[config.mk]
export PLATFORM = sky130hd
export DESIGN_NAME = pow_iter_unit
export DESIGN_NICKNAME = d
export VERILOG_FILES = /design/src/rtl/pow_iter_pkg.sv /design/src/rtl/pow_mul_trunc.sv /design/src/rtl/pow_iter_unit.sv
export SDC_FILE = /design/constraint.sdc
export NUM_CORES = 1
export LEC_CHECK = 0
export BUFFER_PORTS_ARGS = -buffer_cell sky130_fd_sc_hd__buf_4
export CORE_MARGIN = 5
export CORE_UTILIZATION = 60
export DETAILED_ROUTE_END_ITERATION = 10
export GPL_TIMING_DRIVEN = 1
export PLACE_DENSITY = 0.79
export SYNTH_ARGS = -nofsm -noshare
export SYNTH_HDL_FRONTEND = slang
export SYNTH_SLANG_ARGS = --single-unit
[constraint.sdc]
create_clock -name clk -period 8.82 [get_ports clk]
set_clock_uncertainty 0.15 [all_clocks]
set_input_delay 1.764 -clock clk [delete_from_list [all_inputs] [get_ports clk]]
set_output_delay 1.764 -clock clk [all_outputs]
set_load 0.005 [all_outputs]
[src/rtl/pow_iter_pkg.sv]
// Shared types and the negative-exponent resolution table for pow_iter_unit.
package pow_iter_pkg;

  typedef enum logic [1:0] {
    IDLE = 2'd0,
    RUN  = 2'd1,
    DONE = 2'd2
  } state_e;

  // Outcome classes for a signed power with a negative exponent.
  typedef enum logic [1:0] {
    NR_ZERO  = 2'd0,  // |base| > 1: reciprocal truncates to 0
    NR_ONE   = 2'd1,  // result +1
    NR_MONE  = 2'd2,  // result -1 (all ones)
    NR_XZERO = 2'd3   // 0 ** negative: x result, reported as 0 with xflag
  } neg_res_e;

  // Resolve base ** exp for exp < 0 without iterating.
  function automatic neg_res_e neg_exp_result(
    input logic base_one,
    input logic base_mone,
    input logic base_zero,
    input logic exp_odd
  );
    neg_res_e r;
    if (base_one) begin
      r = NR_ONE;
    end else if (base_mone) begin
      r = exp_odd ? NR_MONE : NR_ONE;
    end else if (base_zero) begin
      r = NR_XZERO;
    end else begin
      r = NR_ZERO;
    end
    return r;
  endfunction

endpackage

[src/rtl/pow_mul_trunc.sv]
// Combinational WIDTH x WIDTH multiply keeping the low WIDTH bits.
// The low half of a product is the same for signed and unsigned operands.
module pow_mul_trunc #(
  parameter int unsigned WIDTH = 12
) (
  input  logic [WIDTH-1:0] a_i,
  input  logic [WIDTH-1:0] b_i,
  output logic [WIDTH-1:0] p_o
);

  // Self-determined WIDTH-bit context drops the upper product bits.
  always_comb begin
    p_o = a_i * b_i;
  end

endmodule

[src/rtl/pow_iter_unit.sv]
// Sequential integer power unit: square-and-multiply, one exponent bit per
// cycle, result truncated to WIDTH bits, with LRM `**` corner cases
// (0**0 = 1, negative exponents resolved directly in signed mode).
module pow_iter_unit
  import pow_iter_pkg::*;
#(
  parameter int unsigned WIDTH     = 12,
  parameter int unsigned EXP_WIDTH = 3,
  parameter bit          SIGNED    = 1'b0
) (
  input  logic                 clk,
  input  logic                 rst_n,
  input  logic                 in_valid,
  output logic                 in_ready,
  input  logic [WIDTH-1:0]     in_base,
  input  logic [EXP_WIDTH-1:0] in_exp,
  output logic                 out_valid,
  input  logic                 out_ready,
  output logic [WIDTH-1:0]     out_result,
  output logic                 out_xflag
);

  localparam logic [WIDTH-1:0] ONE = WIDTH'(1);

  state_e                state_q, state_d;
  logic [WIDTH-1:0]      acc_q, acc_d;
  logic [WIDTH-1:0]      sq_q, sq_d;
  logic [EXP_WIDTH-1:0]  e_q, e_d;
  logic [WIDTH-1:0]      res_q, res_d;
  logic                  xflag_q, xflag_d;

  logic [WIDTH-1:0]      mul_acc;
  logic [WIDTH-1:0]      mul_sq;
  logic                  exp_neg;
  neg_res_e              neg_res;

  pow_mul_trunc #(.WIDTH(WIDTH)) u_mul_acc (
    .a_i (acc_q),
    .b_i (sq_q),
    .p_o (mul_acc)
  );

  pow_mul_trunc #(.WIDTH(WIDTH)) u_mul_sq (
    .a_i (sq_q),
    .b_i (sq_q),
    .p_o (mul_sq)
  );

  // Classify the incoming operands for the direct-resolution paths.
  always_comb begin
    exp_neg = SIGNED && in_exp[EXP_WIDTH-1];
    neg_res = neg_exp_result(in_base == ONE, in_base == '1,
                             in_base == '0, in_exp[0]);
  end

  // State register.
  always_ff @(posedge clk or negedge rst_n) begin
    if (!rst_n) begin
      state_q <= IDLE;
    end else begin
      state_q <= state_d;
    end
  end

  // Datapath registers.
  always_ff @(posedge clk or negedge rst_n) begin
    if (!rst_n) begin
      acc_q   <= '0;
      sq_q    <= '0;
      e_q     <= '0;
      res_q   <= '0;
      xflag_q <= 1'b0;
    end else begin
      acc_q   <= acc_d;
      sq_q    <= sq_d;
      e_q     <= e_d;
      res_q   <= res_d;
      xflag_q <= xflag_d;
    end
  end

  // Next-state and datapath update: accept decode, iteration step, handoff.
  always_comb begin
    state_d = state_q;
    acc_d   = acc_q;
    sq_d    = sq_q;
    e_d     = e_q;
    res_d   = res_q;
    xflag_d = xflag_q;
    case (state_q)
      IDLE: begin
        if (in_valid) begin
          if (in_exp == '0) begin
            res_d   = ONE;
            xflag_d = 1'b0;
            state_d = DONE;
          end else if (exp_neg) begin
            xflag_d = 1'b0;
            unique case (neg_res)
              NR_ONE:   res_d = ONE;
              NR_MONE:  res_d = '1;
              NR_XZERO: begin
                res_d   = '0;
                xflag_d = 1'b1;
              end
              NR_ZERO:  res_d = '0;
            endcase
            state_d = DONE;
          end else begin
            acc_d   = ONE;
            sq_d    = in_base;
            e_d     = in_exp;
            state_d = RUN;
          end
        end
      end
      RUN: begin
        if (e_q[0]) begin
          acc_d = mul_acc;
        end
        sq_d = mul_sq;
        e_d  = e_q >> 1;
        // The last step always consumes the exponent MSB, so the final
        // product is taken straight from the multiplier output.
        if (e_d == '0) begin
          res_d   = e_q[0] ? mul_acc : acc_q;
          xflag_d = 1'b0;
          state_d = DONE;
        end
      end
      DONE: begin
        if (out_ready) begin
          xflag_d = 1'b0;
          state_d = IDLE;
        end
      end
      default: begin
        state_d = IDLE;
      end
    endcase
  end

  // Handshake and result outputs decoded from registered state.
  always_comb begin
    in_ready   = (state_q == IDLE);
    out_valid  = (state_q == DONE);
    out_result = res_q;
    out_xflag  = xflag_q;
  end

endmodule

# Word-level counts from Yosys, hierarchy flattened
# Cells that the tools add are included.
op_classes:
  mul: 2
  eq_ne: 7
  muxes: 24
  n_reduce_logical: 9
op_table:
  columns: ["op", "count"]
  rows:
  - ["2-to-1 mux 12 bit", 8]
  - ["one-hot mux 12 bit (2 select lines)", 3]
  - ["multiplier 12 x 12 -> 12 bit", 2]
  - ["2-to-1 mux 2 bit", 4]
  - ["zero test 3 bit", 2]
  - ["2-to-1 mux 3 bit", 2]
  - ["!= test 2 bit, second input constant", 3]
  - ["one-hot mux 2 bit (3 select lines)", 1]
  - ["one-hot mux 3 bit (2 select lines)", 1]
  - ["AND reduction 3 bit", 2]
  - ["AND reduction 5 bit", 1]
  - ["2-to-1 mux 1 bit", 4]
  - ["!= test 2 x 1 -> 1 bit, second input constant", 2]
  - ["AND reduction 4 bit", 1]
  - ["one-hot mux 1 bit (3 select lines)", 1]
  - ["nonzero test 3 bit", 1]
  - ["equality test 2 x 1 -> 1 bit, second input constant", 1]
  - ["equality test 2 bit, second input constant", 1]
  - ["zero test 2 bit", 1]
  - ["nonzero test 2 bit", 1]
word_totals:
  reg_bits: 42
  input_bits: 19
  out_inout_bits: 15
  word_cells: 48

# Logic depth before layout (Yosys ltp)
# Gate-level depths: netlist of the first run.
logic_depth:
  word_depth: 4
  ltp_mapped: 20
  ltp_nobuf: 18

# Hierarchy
# Synthesis of the first run repeated with hierarchy kept, for this count alone.
unflattened:
  hier_cells: 672
  hier_area_um2: 6264.8
modules_own_cells:
  columns: ["mod", "n_inst", "cells_per_inst", "area_per_inst_um2", "seq_area_each_um2"]
  rows:
  - ["pow_mul_trunc (u_mul_acc)", 1, 261, 2113.3, 0.0]
  - ["pow_mul_trunc (u_mul_sq)", 1, 258, 2113.3, 0.0]
  - ["pow_iter_unit", 1, 153, 2038.2, 1026.0]

# Least setup slack after synthesis of the first run
# OpenSTA, ideal clock, no wires.
synth_timing:
  kind: "register to register"
  start: "register sq_q[3]"
  end: "register res_q[11] (netlist: out_result[11])"
  setup_ns: 0.079
  arrival_time_ns: 4.592
  setup_slack_ns: 3.999
  stages_incl_launch_ff: 17
  path_buffers: 1
  period_less_slack_ns: 4.821
  path_cell_list: "dfrtp_1 -> clkbuf_1 -> nand2_1 -> fa_1 -> fa_1 -> inv_1 -> fa_1 -> fa_1 -> inv_1 -> fa_1 -> xnor2_1 -> xnor2_1 -> xnor2_1 -> xnor3_1 -> xnor2_1 -> xor2_1 -> a2bb2oi_1"
synth_between:
  elab_chain_len: 4
synth_rtl:
  columns: ["element", "line", "source"]
  rows:
  - ["start: declaration", "pow_iter_unit.sv:27", "logic [WIDTH-1:0] sq_q, sq_d;"]
  - ["start signal: assignment", "pow_iter_unit.sv:75", "sq_q <= sq_d;"]
  - ["multiplier 12 x 12 -> 12 bit", "pow_mul_trunc.sv:13", "p_o = a_i * b_i;"]
  - ["2-to-1 mux 12 bit", null, null]
  - ["2-to-1 mux 12 bit", "pow_iter_unit.sv:125", "if (e_d == '0) begin"]
  - ["one-hot mux 12 bit (2 select lines)", "pow_iter_unit.sv:90", "case (state_q)"]
  - ["end signal: assignment", "pow_iter_unit.sv:77", "res_q <= res_d;"]
  - ["end: declaration", "pow_iter_unit.sv:29", "logic [WIDTH-1:0] res_q, res_d;"]
# No other way between the ends. The select of a mux whose other input is x is not followed.
# A chain may end at the register's enable or synchronous reset.

# Final worst setup path of the first run
# Same ends and word-level chain as after synthesis.

==> results of run 1 <==
cell families after synthesis:
kind of cell,Yosys count,share of synthesized area (%)
mux,10,1.87
xor+xnor,37,6.15
buf+inv,161,11.4
flops,41,18.7
compound gates,68,7.99
fa+ha+maj,126,38.3
simple gates,192,15.6
other cells,1,0.0683
cell usage in the layout (no fill, tap or decap), types with 4 or more instances in the layout:
| master | netlist | layout |
|---|---|---|
| mux2i_1 | 8 | 8 |
| nor3_1 | 5 | 5 |
| a22o_1 | 8 | 8 |
| xnor2_1 | 31 | 31 |
| ha_1 | 56 | 56 |
| nand3_1 | 6 | 6 |
| inv_1 | 130 | 130 |
| and2_1 | 27 | 27 |
| o31ai_1 | 4 | 4 |
| clkbuf_8 | 0 | 5 |
| dfrtp_1 | 41 | 41 |
| nor2_1 | 25 | 25 |
| a31oi_1 | 4 | 4 |
| xor2_1 | 5 | 5 |
| nand2_1 | 112 | 112 |
| a21oi_1 | 13 | 13 |
| fa_1 | 70 | 70 |
| a21o_1 | 6 | 6 |
| nor2b_1 | 5 | 5 |
| o21ai_0 | 20 | 20 |
| buf_4 | 2 | 33 |
worst register-to-register path, stage by stage (launching register included):
cell and delay (ns):
dfrtp_1 0.67, nand2_1 0.15, fa_1 0.51, fa_1 0.52, inv_1 0.06, fa_1 0.49, fa_1 0.49, inv_1 0.05
fa_1 0.38, xnor2_1 0.15, xnor2_1 0.21, xnor2_1 0.14, xnor3_1 0.42, xnor2_1 0.20, xor2_1 0.23, a2bb2oi_1 0.19
metal layers:
metal / GRT usage, % / vias to the layer above
li1: - / 1951
met1: 30.9 / 2008
met2: 37.2 / 132
met3: 2.94 / 15
met4: 6.66 / 0
met5: 0 / -
per-stage QoR:
stage / cells / utilization (%) / hold slack [ns] / area [um2]
CTS: 756 / 64.5 / 0.340 / 5840
detailed placement: 749 / 63.3 / 0.317 / 5740
global placement: 749 / 63.3 / 0.315 / 5740
floorplan: 636 / - / 0.299 / 5490
global route: 756 / 64.5 / 0.375 / 5840
finish: 756 / 64.5 / 0.338 / 5840
worst paths after layout:
kind / start / end / slack, ns / cells past startpoint
worst max-delay path: sq_q[3]$_DFFE_PN0P_ / out_result[11]$_DFFE_PN0P_ / 3.75 / 15
worst min-delay path: out_result[1]$_DFFE_PN0P_ / out_result[1]$_DFFE_PN0P_ / 0.34 / 2
worst max register to register: sq_q[3]$_DFFE_PN0P_ / out_result[11]$_DFFE_PN0P_ / 3.75 / 15
worst min register to register: out_result[1]$_DFFE_PN0P_ / out_result[1]$_DFFE_PN0P_ / 0.34 / 2
max in group asynchronous: rst_n / sq_q[4]$_DFFE_PN0P_ / 6.87 / 1
min in group asynchronous: rst_n / acc_q[4]$_DFFE_PN0P_ / 1.28 / 1
flip-flops by register name (all words and copies together), names as in the netlist:
name        count
out_result     12
acc_q          12
e_q             3
state_q         2
sq_q           12
final cells by class:
class / count / share of cell area (%)
clock buffers: 5 / 1.18
well taps: 111 / 2.38
multi-input cells: 434 / 65.7
clock inverters: 2 / 0.599
flip-flops and latches: 41 / 17.6
inverters: 130 / 8.35
repair buffers: 33 / 4.24
==> flow_metrics.tcl, run 1 <==
set metrics [dict create \
    cp_slowest_cell "dfrtp_1" \
    worst_pin_slew_ns 0.929 \
    critical_path_buf_inv_count 2 \
    crit_path_frequent_cell "fa_1" \
    grt_setup_unrepaired "no" \
    grt_overflow_total 0 \
    grt_pass1_wl_mm 20.5 \
    ys_seq_area_share_pct 18.7 \
    drt-wirelength-per-cell_um 15.0 \
    synth_warnings 0 \
    period_share_pct 57.4 \
    crit_path_max_incr_delay_ns 0.67 \
    wl_mm 11.4 \
    tns_ns 0 \
    pre_cts_ws_ns 3.77 \
    via_per_inst 5.43 \
    synth_enable_flop_cells 0 \
    clock.fmax_mhz 197 \
    postCtsResizedCells 0 \
    ys_seq_elements 41 \
    layout.nets 790 \
    regArea_um2 1030 \
    dr_wl_met2_mm 5.62 \
    vias 4106 \
    start_util_pct 60.6 \
    maxCapViolCount 0 \
    routed.top_layer "met4" \
    setup_viol 0 \
    rows 35 \
    fin_ws_ns 3.75 \
    drtIter0Drc 218 \
    critPathMaxFanout 17 \
    core_um2 9060 \
    crit_family "adder cells" \
    drc 0 \
    io_buffers 32 \
    cp.required_ns 8.90 \
    dp_hpwl_mm 9.09 \
    cts_made_buffers 5 \
    die_area_um2 11200 \
    met1_length_mm 4.98 \
    antenna_found_initial 0 \
    crit_path_cell_trace "nand2_1, fa_1, fa_1, inv_1, fa_1, fa_1, inv_1, fa_1, xnor2_1, xnor2_1, xnor2_1, xnor3_1, xnor2_1, xor2_1, a2bb2oi_1" \
    outcome "finished clean" \
    postCtsSetupBuffers 0 \
    syn_area_um2 5490 \
    syn_area_per_cell_um2 8.64 \
    yosysMostFrequentCell "inv_1" \
    detail-route-antenna-nets 0 \
    synth_ff_type "dfrtp_1" \
    drive_gt1_share_pct 7.29 \
    final_max_slew_viol_count 0 \
    hold_viol 0 \
    start_kind "flip-flop" \
    gr-usage-all-layers_pct 22.4 \
    die_h_um 106 \
    mappedNetlistNets 781 \
    arrival_ns 5.14 \
    cts_tree "built" \
    fillCellCount 745 \
    path_clk_slew_ns 0.08 \
    clock_latency_ns 0.30 \
    gp_congestion 0.887 \
    wl_met3_um 601 \
    clk_path_buf_depth 2 \
    num_io_pins 34 \
    die_w_um 106 \
    diodes 0 \
    dr.pass1.iters 5 \
    cts.sinks 41 \
    yosysUniqueCellTypes 46 \
    multi_input_area_um2 3840 \
    syn_to_final_growth_pct 6.38 \
    slew_headroom_pct 37.9 \
    synth.area.top_cells "fa_1 26%, dfrtp_1 19%, ha_1 13%" \
    min_period_ns 5.07 \
    ys_top_cells_by_count "130 x inv_1, 112 x nand2_1, 70 x fa_1" \
    yosys.area.top_type "fa_1" \
    worstSetupPathType "flip-flop to flip-flop" \
    synth_top_area_share_pct 25.5 \
    min_path_type "flip-flop to flip-flop" \
    cts_htree_levels 2 \
    grt_max_degree 42 \
    end_kind "flip-flop" \
    cts_root_buffer "clkbuf_8" \
    grt_pass1_vias 4450 \
    cts_hold_buf 0 \
    netlist_instances 636 \
    async_flop_share_pct 100 \
]
Power of run 1 is not shown: default switching activity piles up to over one toggle a cycle in this logic, so the estimate is an artifact.
==> run 2: changes to the inputs <==
--- a/config.mk
+++ b/config.mk
@@ -7,7 +7,7 @@
 export LEC_CHECK = 0
 export BUFFER_PORTS_ARGS = -buffer_cell sky130_fd_sc_hd__buf_4
 export CORE_MARGIN = 5
-export CORE_UTILIZATION = 60
+export CORE_UTILIZATION = 57
 export DETAILED_ROUTE_END_ITERATION = 10
 export GPL_TIMING_DRIVEN = 1
 export PLACE_DENSITY = 0.79
==> constraint.sdc (replaced) <==
create_clock -name clk -period 4.1 [get_ports clk]
set_clock_uncertainty 0.15 [all_clocks]
set_input_delay 0.82 -clock clk [delete_from_list [all_inputs] [get_ports clk]]
set_output_delay 0.82 -clock clk [all_outputs]
set_load 0.005 [all_outputs]
==> run 2 against run 1 <==
Sequential share of layout area is 2.8 points lower. Critical path depth is 1 higher. The run now ends with setup timing left. First-iteration DRC count rose by 94%. Flip-flop and latch count unchanged. Die area up 4.8%. Core utilization grew 11 points. Global-route usage grew 3.5 points. Non-clock buffer count up 100. Largest cell class unchanged.
==> flow_metrics.tcl, run 2 (synthesized netlist as in run 1, its figures left out) <==
set metrics [dict create \
    gp_congestion 0.895 \
    drtIter0Drc 424 \
    cp_num_cells 16 \
    core_um2 9330 \
    r2r-start "acc_q[3]$_DFFE_PN0P_" \
    grt_max_degree 42 \
    maxCapViolCount 0 \
    drive_gt1_share_pct 31.5 \
    clock.fmax_mhz 217 \
    period_share_pct 112 \
    final_common_cell "buf_4" \
    crit_path_max_incr_delay_ns 0.52 \
    layout.nets 890 \
    grt_overflow_total 0 \
    drt-wirelength-per-cell_um 18.3 \
    outcome "finished with violations" \
    cp.required_ns 4.15 \
    vias 4880 \
    critical_path_buf_inv_count 3 \
    cts_made_buffers 5 \
    die_area_um2 11700 \
    worstSetupPathType "flip-flop to flip-flop" \
    cts_root_buffer "clkbuf_8" \
    slew_headroom_pct 49.7 \
    utilization_pct 75.9 \
    reg2reg_slack_ns -0.50 \
    syn_to_final_growth_pct 28.8 \
    clock_latency_ns 0.30 \
    crit_family "adder cells" \
    final_max_slew_viol_count 0 \
    cts_htree_levels 2 \
    layout_common_cells "122 x buf_4, 119 x inv_1, 102 x nand2_1" \
    cp_slowest_cell "fa_1" \
    wl_mm 16.0 \
    arrival_ns 4.65 \
    endpoint "acc_q[11]$_DFFE_PN0P_" \
    critPathMaxFanout 4 \
    worst_pin_slew_ns 0.749 \
    min_period_ns 4.60 \
    via_per_inst 5.58 \
    min_path_type "flip-flop to flip-flop" \
    startpoint "acc_q[3]$_DFFE_PN0P_" \
    path_clk_slew_ns 0.09 \
    start_kind "flip-flop" \
    hold_viol 0 \
    setup_viol 18 \
    crit_path_cell_trace "buf_4, nand2_1, fa_1, inv_1, ha_1, fa_1, fa_1, inv_2, fa_2, xnor2_2, xnor2_1, xnor2_1, xnor3_1, xnor2_2, xor2_2, a22o_1" \
    grt_pass1_vias 5177 \
    clk_path_buf_depth 2 \
    detail-route-antenna-nets 0 \
    grt_setup_unrepaired "yes" \
    drc 0 \
    gr-usage-all-layers_pct 26.0 \
    fin_ws_ns -0.504 \
    violations "setup timing" \
    antenna_found_initial 0 \
    dr.pass1.iters 5 \
    start_util_pct 58.9 \
    die_w_um 108 \
    rows 35 \
    die_h_um 108 \
    grt_pass1_wl_mm 23.9 \
    end_kind "flip-flop" \
    cts_tree "built" \
    dp_hpwl_mm 11.3 \
    rr_worst_depth 16 \
    crit_path_frequent_cell "fa_1" \
    num_io_pins 34 \
    cts.sinks 41 \
    timing.rr.end "acc_q[11]$_DFFE_PN0P_" \
    diodes 0 \
    hold_ws_ns 0.335 \
    io_buffers 32 \
]
[run 2: tightest hold or removal path: cells and delay by family (launching register included)]
kind	cells	cell delay, ns
flip-flops	1	0.35
AND/OR/NAND/NOR	2	0.11
[run 2: routing by layer]
layer,routed length (um),share of wire [%],track usage [%]
met3,1110,6.9,3.76
met2,8030,50,46.7
met5,0,0,0
met4,838,5.2,9.65
met1,6050,38,31.6
[run 2: cell type report]
cell class	count	area (um2)
Multi-Input combinational cell	434	4250
Fill cell	553	2250
Clock inverter	2	15.0
Timing Repair Buffer	133	1050
Sequential cell	41	1040
Clock buffer	6	72.6
Tap cell	129	161
Inverter	130	488
[run 2: per-stage QoR]
step	std cells	setup TNS, ns	setup WS (ns)	instance area (um2)
6_report	875	-4.14	-0.504	7080
5_1_grt	875	-6.50	-0.659	7080
4_1_cts	867	-3.27	-0.387	6860
3_5_place_dp	850	-5.56	-0.527	6530
3_3_place_gp	850	-4.05	-0.438	6530
2_1_floorplan	636	-0.979	-0.300	5670
[run 2: how the worst min path moves through the flow]
| stage | start | end | cells past startpoint |
|---|---|---|---|
| after global placement | out_result[3]$_DFFE_PN0P_ | out_result[3]$_DFFE_PN0P_ | 2 |
| after detailed placement | out_result[2]$_DFFE_PN0P_ | out_result[2]$_DFFE_PN0P_ | 2 |
| after floorplan | sq_q[11]$_DFFE_PN0P_ | sq_q[11]$_DFFE_PN0P_ | 2 |
| final | sq_q[11]$_DFFE_PN0P_ | sq_q[11]$_DFFE_PN0P_ | 2 |
| after CTS | out_result[3]$_DFFE_PN0P_ | out_result[3]$_DFFE_PN0P_ | 2 |
| after global routing | rst_n | out_result[9]$_DFFE_PN0P_ | 1 |
[run 2: what timing repair did]
| item | CTS | global route |
|---|---|---|
| setup buffers | 9 | 8 |
| pin swaps | 23 | 30 |
| setup endpoints to repair | 17 | 18 |
| resized for setup | 49 | 39 |
| hold buffers | 0 | 0 |
Power of run 2 is left out for the same reason.
==> run 3: changes to the inputs <==
==> constraint.sdc (replaced) <==
create_clock -name clk -period 4.1 [get_ports clk]
set_clock_uncertainty 0.15 [all_clocks]
set_input_delay 0.205 -clock clk [delete_from_list [all_inputs] [get_ports clk]]
set_output_delay 0.205 -clock clk [all_outputs]
set_load 0.005 [all_outputs]
==> run 3 against run 2 <==
The run ends with hold timing, setup timing left. Non-clock buffer count is 10 higher. Wire length rose by 16%. First-iteration DRC count is 5.0% higher. Core utilization up 2.9 points. Sequential share of layout area down 0.56 points. Fmax decreased by 5.4%. Clock-buffer cell count did not move. Largest cell class unchanged.
==> flow_metrics.tcl, run 3 (synthesized netlist as in run 1, its figures left out) <==
set metrics [dict create \
    core_um2 9330 \
    grt_overflow_total 0 \
    global_route.usage.met2_pct 50.5 \
    drtIter0Drc 445 \
    io_buffers 32 \
    cp_slowest_cell "fa_1" \
    detail-route-antenna-nets 0 \
    layout_common_cells "119 x buf_4, 109 x inv_1, 101 x nand2_1" \
    path_clk_slew_ns 0.09 \
    crit_path_cell_trace "nand2_2, fa_1, fa_1, inv_1, fa_1, fa_1, inv_2, fa_2, xnor2_2, xnor2_1, xnor2_1, xnor3_1, xnor2_2, xor2_2, a2bb2oi_2" \
    cts_htree_levels 2 \
    worst_pin_slew_ns 0.862 \
    final_max_slew_viol_count 0 \
    clk_path_buf_depth 2 \
    diodes 0 \
    start_util_pct 58.9 \
    critPathMaxFanout 6 \
    syn_to_final_growth_pct 33.7 \
    critical_path_buf_inv_count 2 \
    gp_congestion 0.872 \
    min_from "in_exp[2]" \
    dp_hpwl_mm 11.2 \
    vias 5297 \
    drc 0 \
    hold_ws_ns -0.00360 \
    cts_root_buffer "clkbuf_8" \
    end_kind "flip-flop" \
    grt_util_met1_pct 32.6 \
    grt_max_degree 42 \
    slew_headroom_pct 42.1 \
    rows 35 \
    gr-usage-all-layers_pct 27.1 \
    grt_pass1_vias 5257 \
    drive_gt1_share_pct 34.7 \
    via_per_inst 5.99 \
    outcome "finished with violations" \
    die_w_um 108 \
    die_h_um 108 \
    worstSetupPathType "flip-flop to flip-flop" \
    num_io_pins 34 \
    wl_mm 18.7 \
    final_common_cell "buf_4" \
    clock.fmax_mhz 205 \
    startpoint "sq_q[4]$_DFFE_PN0P_" \
    hold_viol 1 \
    crit_path_max_incr_delay_ns 0.54 \
    grt_use_met3_pct 4.12 \
    cp.required_ns 4.18 \
    crit_path_frequent_cell "fa_1" \
    crit_family "adder cells" \
    utilization_pct 78.7 \
    min_path_type "input pin to flip-flop" \
    clock_latency_ns 0.31 \
    dr.pass1.iters 7 \
    tns_ns -7.03 \
    setup_viol 18 \
    period_share_pct 119 \
    fin_ws_ns -0.769 \
    min_period_ns 4.87 \
    cts.sinks 41 \
    antenna_found_initial 0 \
    drt-wirelength-per-cell_um 21.1 \
    grt_pass1_wl_mm 25.0 \
    cts_made_buffers 5 \
    maxCapViolCount 0 \
    layout.nets 900 \
    cts_tree "built" \
    r2r-start "sq_q[4]$_DFFE_PN0P_" \
    die_area_um2 11700 \
    violations "hold timing, setup timing" \
    top_usage_layer "met2" \
    start_kind "flip-flop" \
    grt_setup_unrepaired "yes" \
    arrival_ns 4.95 \
]
[run 3: cell count changes in the layout (fill, tap and decap cells not counted), sizes merged]
cell	previous run	this run
dlygate4sd3	0	4
clkbuf	6	7
clkinvlp	2	1
buf	133	138
bufinv	0	1
[run 3: area by class of cell]
class / instances / area [um2]
multi-input cells: 434 / 4350
fillers: 463 / 1980
repair buffers: 143 / 1180
flip-flops and latches: 41 / 1040
inverters: 130 / 488
well taps: 129 / 161
clock buffers: 6 / 82.6
clock inverters: 2 / 37.5
[run 3: repair_timing]
item | 4_1_cts | 5_1_grt
hold buffers | 4 | 0
resized for setup | 45 | 72
setup buffers | 10 | 15
endpoints found under the setup margin | 18 | 18
pin swaps | 25 | 29
endpoints found under the hold margin | 44 | 0
gates cloned | 0 | 1
[run 3: final timing paths]
path,to,slack [ns],depth (start not counted)
max,out_result[11]$_DFFE_PN0P_,-0.77,15
min,e_q[2]$_DFFE_PN0P_,-0.004,3
min in group asynchronous,acc_q[8]$_DFFE_PN0P_,0.29,2
min reg2reg,out_result[5]$_DFFE_PN0P_,0.35,2
max reg2reg,out_result[11]$_DFFE_PN0P_,-0.77,15
max in group asynchronous,sq_q[7]$_DFFE_PN0P_,3.10,2
[run 3: metal layers]
layer  wire, um  vias to the layer above
met3       1680                      142
li1           -                     2171
met2       9190                      406
met4       1310                        0
met5          0                        -
met1       6470                     2578
[run 3: worst reg2reg max path, stage by stage (launching register included)]
cell and delay, ns:
dfrtp_2 0.51, nand2_2 0.11, fa_1 0.50, fa_1 0.54, inv_1 0.08, fa_1 0.48
fa_1 0.52, inv_2 0.04, fa_2 0.37, xnor2_2 0.15, xnor2_1 0.19, xnor2_1 0.18
xnor3_1 0.32, xnor2_2 0.23, xor2_2 0.26, a2bb2oi_2 0.17
[run 3: stage by stage]
stage	cell area, um2	cells	worst slack (ns)
floorplan	5670	636	-0.300
global placement	6530	850	-0.425
detailed placement	6530	850	-0.640
CTS	6940	872	-0.475
global route	7340	885	-0.794
finish	7340	885	-0.769
Power of run 3 is left out for the same reason.
